===== src/rtl/decoder_select_sequencer_pkg.sv =====
// Shared types and sizes for the decoder select sequencer.
package decoder_select_sequencer_pkg;

  localparam int unsigned SEL_W   = 2;
  localparam int unsigned NUM_REQ = 4;

  typedef enum logic [1:0] {
    ST_IDLE  = 2'd0,
    ST_GRANT = 2'd1,
    ST_GAP   = 2'd2
  } state_e;

endpackage


===== src/rtl/decoder_select_sequencer_rr_pick4.sv =====
// Round-robin pick of four requests, scanning upward from the slot after the last winner.
module decoder_select_sequencer_rr_pick4
  import decoder_select_sequencer_pkg::*;
(
  input  logic [NUM_REQ-1:0] req,
  input  logic [SEL_W-1:0]   last,
  output logic               any,
  output logic [SEL_W-1:0]   winner
);

  logic [SEL_W-1:0] idx;
  logic             found;

  // First set bit at last+1, last+2, ... (mod 4); lowest offset wins.
  always_comb begin
    any    = |req;
    winner = '0;
    found  = 1'b0;
    idx    = '0;
    for (int k = 1; k <= int'(NUM_REQ); k++) begin
      idx = last + SEL_W'(k);
      if (!found && req[idx]) begin
        winner = idx;
        found  = 1'b1;
      end
    end
  end

endmodule


===== src/rtl/decoder_select_sequencer.sv =====
// Round-robin driver for a 2-to-4 decoder: one grant at a time, bounded dwell,
// and a mandatory idle gap between consecutive grants.
module decoder_select_sequencer
  import decoder_select_sequencer_pkg::*;
#(
  parameter int unsigned DWELL_MAX = 15,
  parameter int unsigned DWELL_W   = 4
) (
  input  logic               clk,
  input  logic               rst,
  input  logic [NUM_REQ-1:0] req,
  input  logic               done,
  output logic [SEL_W-1:0]   sel,
  output logic               enable,
  output logic               busy,
  output logic               timeout
);

  localparam logic [DWELL_W-1:0] DWELL_LAST = DWELL_W'(DWELL_MAX - 1);
  localparam logic [DWELL_W-1:0] DWELL_SAT  = '1;

  state_e             state_q, state_d;
  logic [SEL_W-1:0]   sel_q, sel_d;
  logic [SEL_W-1:0]   last_q, last_d;
  logic [DWELL_W-1:0] dwell_q, dwell_d;
  logic               enable_q, enable_d;
  logic               busy_q, busy_d;
  logic               timeout_q, timeout_d;

  logic               pick_any;
  logic [SEL_W-1:0]   pick_winner;
  logic               owner_req;
  logic               dwell_expired;

  decoder_select_sequencer_rr_pick4 u_pick (
    .req    (req),
    .last   (last_q),
    .any    (pick_any),
    .winner (pick_winner)
  );

  assign owner_req     = req[sel_q];
  assign dwell_expired = (dwell_q == DWELL_LAST);

  // Next-state, dwell and output-register computation.
  always_comb begin
    state_d   = state_q;
    sel_d     = sel_q;
    last_d    = last_q;
    dwell_d   = dwell_q;
    enable_d  = 1'b0;
    busy_d    = busy_q;
    timeout_d = 1'b0;

    case (state_q)
      ST_IDLE: begin
        if (pick_any) begin
          sel_d    = pick_winner;
          last_d   = pick_winner;
          dwell_d  = '0;
          enable_d = 1'b1;
          state_d  = ST_GRANT;
        end
      end

      ST_GRANT: begin
        enable_d = 1'b1;
        dwell_d  = (dwell_q == DWELL_SAT) ? dwell_q : dwell_q + DWELL_W'(1);
        if (done || !owner_req || dwell_expired) begin
          enable_d  = 1'b0;
          state_d   = ST_GAP;
          // Flag expiry only when it is the sole reason for the release.
          timeout_d = dwell_expired && !done && owner_req;
        end
      end

      ST_GAP: begin
        state_d = ST_IDLE;
      end

      default: begin
        state_d = ST_IDLE;
      end
    endcase

    busy_d = (state_d != ST_IDLE);
  end

  // State and output registers with synchronous reset.
  always_ff @(posedge clk) begin
    if (rst) begin
      state_q   <= ST_IDLE;
      sel_q     <= '0;
      last_q    <= '1;
      dwell_q   <= '0;
      enable_q  <= 1'b0;
      busy_q    <= 1'b0;
      timeout_q <= 1'b0;
    end else begin
      state_q   <= state_d;
      sel_q     <= sel_d;
      last_q    <= last_d;
      dwell_q   <= dwell_d;
      enable_q  <= enable_d;
      busy_q    <= busy_d;
      timeout_q <= timeout_d;
    end
  end

  assign sel     = sel_q;
  assign enable  = enable_q;
  assign busy    = busy_q;
  assign timeout = timeout_q;

endmodule


===== config.mk =====
export PLATFORM = sky130hd
export DESIGN_NAME = decoder_select_sequencer
export DESIGN_NICKNAME = d
export VERILOG_FILES = /design/src/rtl/decoder_select_sequencer_pkg.sv /design/src/rtl/decoder_select_sequencer_rr_pick4.sv /design/src/rtl/decoder_select_sequencer.sv
export SDC_FILE = /design/constraint.sdc
export NUM_CORES = 1
export LEC_CHECK = 0
export BUFFER_PORTS_ARGS = -buffer_cell sky130_fd_sc_hd__buf_2
export CORE_AREA = 2 2 39 41
export DETAILED_ROUTE_END_ITERATION = 12
export DIE_AREA = 0 0 41 43
export PLACE_DENSITY_LB_ADDON = 0.3
export SETUP_SLACK_MARGIN = 0.02
export SYNTH_ARGS = -nofsm -noshare
export SYNTH_HDL_FRONTEND = slang
export SYNTH_SLANG_ARGS = --single-unit

===== constraint.sdc =====
create_clock -name clk -period 2.72 [get_ports clk]
set_input_delay 0.68 -clock clk [delete_from_list [all_inputs] [get_ports clk]]
set_output_delay 0.68 -clock clk [all_outputs]
set_load 0.1 [all_outputs]

==> impl_metrics.csv <==
group,metric,value,unit
hold_path,min_path_type,"reg2reg",
routing,drt-met1-wl,589,µm
worst_setup_path,r2r_start,"dwell_q[0]",
pwr,p_per_area,662.5,nW/µm²
final_layout,drive_gt1_share,27.71,%
final_layout,multi_input_area,361.6,µm²
routing,wl_per_cell,12.76,µm
worst_setup_path,cp_top_family,"buffers and inverters",
clocking,htreeDepth,1,
sta,worstMarginPinSlew,489.2,ps
sta,min_period_over_period,66.37,%
routing,vias,561,
worst_setup_path,cp.arrival,1130,ps
global_route,grt_max_degree,10,
worst_setup_path,slowest_delay,450,ps
sta,max-slew-margin-rel,67.61,%
final_layout,final_net_count,93,
clocking,ctsHoldBuffers,0,
placement,hpwl,950.6,µm
sta,rsz0062_at_grt,"no",
worst_setup_path,reg2reg_depth,5,
pwr,p_leak,0.3014,nW
placement,place.gp.congestion,0.7349,
global_route,grt_pass1_wl,1966,µm
logic_synthesis,synthDistinctLibCells,30,
final_layout,regArea,260.3,µm²
sta,setup_viol,0,
worst_setup_path,start_kind,"flop",
routing,drt-total-wl,1263,µm
final_layout,syn_to_final_growth,11.89,%
sta,hold_viol_final,0,
hold_path,hold_end,"sel[1]",
worst_setup_path,path_cells,"buf_2",
routing,top_layer,"met4",
flow_run,maxCapViolations,0,
final_layout,fin_util,53.62,%
hold_path,min_from,"sel[1]",
logic_synthesis,seq_area_frac_synth,39.25,%
global_route,grt_usage,16.89,%
routing,firstDrtPassIters,4,
pwr,ir_worst_vdd,0.3362,mV
worst_setup_path,worstSetupPathType,"reg2out",
worst_setup_path,rr_endpoint,"dwell_q[3]",
logic_synthesis,synthTopCellsByArea,"dfxtp_1, ha_1, buf_6",
logic_synthesis,syn_nets,79,
worst_setup_path,cp_slowest_cell,"buf_2",
clocking,cts-root-buf,"clkbuf_4",
hold_path,whs_path_depth,2,
logic_synthesis,synth_top_area_cell,"dfxtp_1",
clocking,clock_latency,270,ps
worst_setup_path,cp.buffers_inverters,1,
logic_synthesis,synthTopCellsByCount,"dfxtp_1, nor2_1, inv_1, nand2_1",
logic_synthesis,ys_ff_latch,13,
sta,fin_skew,1.011,ps
die,core,1384,µm²
logic_synthesis,synthFlopType,"dfxtp_1",
clocking,clk_path_buf_depth,2,
die,die_y,43,µm
routing,postRouteAntennaNets,0,
clocking,ctsResizeCount,0,
global_route,antenna_found_initial,0,
logic_synthesis,yosysMostFrequentCell,"dfxtp_1",
final_layout,nFillCells,141,
routing,via_per_inst,5.667,
sta,holdWs,495.7,ps
sta,tns,0,ps
clocking,cts_sinks,13,
worst_setup_path,setup.worst_path.start,"sel[0]",
worst_setup_path,cp-end-kind,"output pin",
clocking,tritoncts,"done",
final_layout,diodes,0,
routing,drc,0,
die,dieArea,1763,µm²
global_route,grt_pass1_vias,473,
die,start_util,47.92,%
clocking,post_cts_buffers,0,
worst_setup_path,r2r_slack,1070,ps
die,die_w,41,µm
die,rows,14,
global_route,gr-total-overflow,0,
logic_synthesis,async_reset_ff_share,0,%
routing,dr_wl_met3,39,µm
sta,max_freq,0.5539,GHz
clocking,cts_inserted_buffers,3,
logic_synthesis,synth_edf_count,0,
logic_synthesis,synth_warnings,0,
sta,slew_violations,0,
routing,drtIter0Drc,20,
routing,wl_met2,602,µm
worst_setup_path,cp.required,2040,ps
placement,port_buffers,11,
logic_synthesis,syn_avg_cell_area,9.473,µm²
logic_synthesis,synth_area,663.1,µm²
sta,min_period,1805,ps
die,io_pins,12,
logic_synthesis,syn_inst,70,
logic_synthesis,yosysTopAreaCellShare,39.25,%
outcome,status,"completed",
clocking,clk_pin_slew,80,ps
worst_setup_path,path_max_fanout,4,
## routing by layer
metal | vias to the layer above | GRT usage, %
li1 | 286 | -
met1 | 261 | 20.39
met2 | 9 | 25.31
met3 | 5 | 3.141
met4 | 0 | 12.00
met5 | - | 0
## power breakdown
| group | leakage, nW | switching, mW | internal (mW) |
|---|---|---|---|
| Combinational | 0.179 | 0.101 | 0.0415 |
| Clock | 0.0150 | 0.0627 | 0.0569 |
| Sequential | 0.107 | 0.0206 | 0.209 |
## worst max path at each step
stage	slack (ps)	to	cells after the start
floorplan	760	enable	4
global placement	800	dwell_q[3]	5
detailed placement	780	dwell_q[2]	5
CTS	900	sel[0]	1
global route	880	sel[0]	1
finish	910	sel[0]	1
## state kept, by name, summed over array words and instances, names as in the netlist
register  cells
dwell_q       4
last_q        2
sel           2
state_q       2
busy          1
enable        1
timeout       1
## cells in the final DEF (no fill, tap or decap), types with 3 or more instances in the layout
master,Yosys,layout
inv_1,5,5
a21oi_1,3,3
clkbuf_4,0,3
buf_2,0,11
nor2_1,6,6
o21a_1,3,3
dfxtp_1,13,13
nand3b_1,3,3
nor3_1,3,3
nand2_1,4,4
## cell type report
class | count | share of cell area (%)
inverters | 5 | 2.530
flip-flops and latches | 13 | 35.08
multi-input cells | 50 | 48.74
clock buffers | 4 | 3.541
well taps | 16 | 2.698
repair buffers | 11 | 7.420
## logic make-up (layout without fill, tap and decap cells)
logic type | Yosys count | count (layout) | share of synthesized area (%)
AOI/OAI and AO/OA | 22 | 22 | 27.55
xor gates and xnor gates | 1 | 1 | 1.321
adders and majority gates | 2 | 2 | 3.773
buffers and inverters | 7 | 20 | 6.226
DFF | 13 | 13 | 39.25
muxes | 2 | 2 | 3.396
and+or+nand+nor | 23 | 23 | 18.49
## through the flow
step | instances | setup WS, ps | total power, mW | instance area [µm²]
6_report | 99 | 914.7 | 0.4916 | 742.0
3_5_place_dp | 95 | 777.4 | 0.3769 | 715.7
4_1_cts | 99 | 903.1 | 0.4964 | 742.0
5_1_grt | 99 | 876.1 | 0.5167 | 742.0
2_1_floorplan | 70 | 755.4 | 0.3531 | 663.1
3_3_place_gp | 95 | 795.9 | 0.3747 | 715.7
Note: power is estimated with default switching activity, not from simulation.
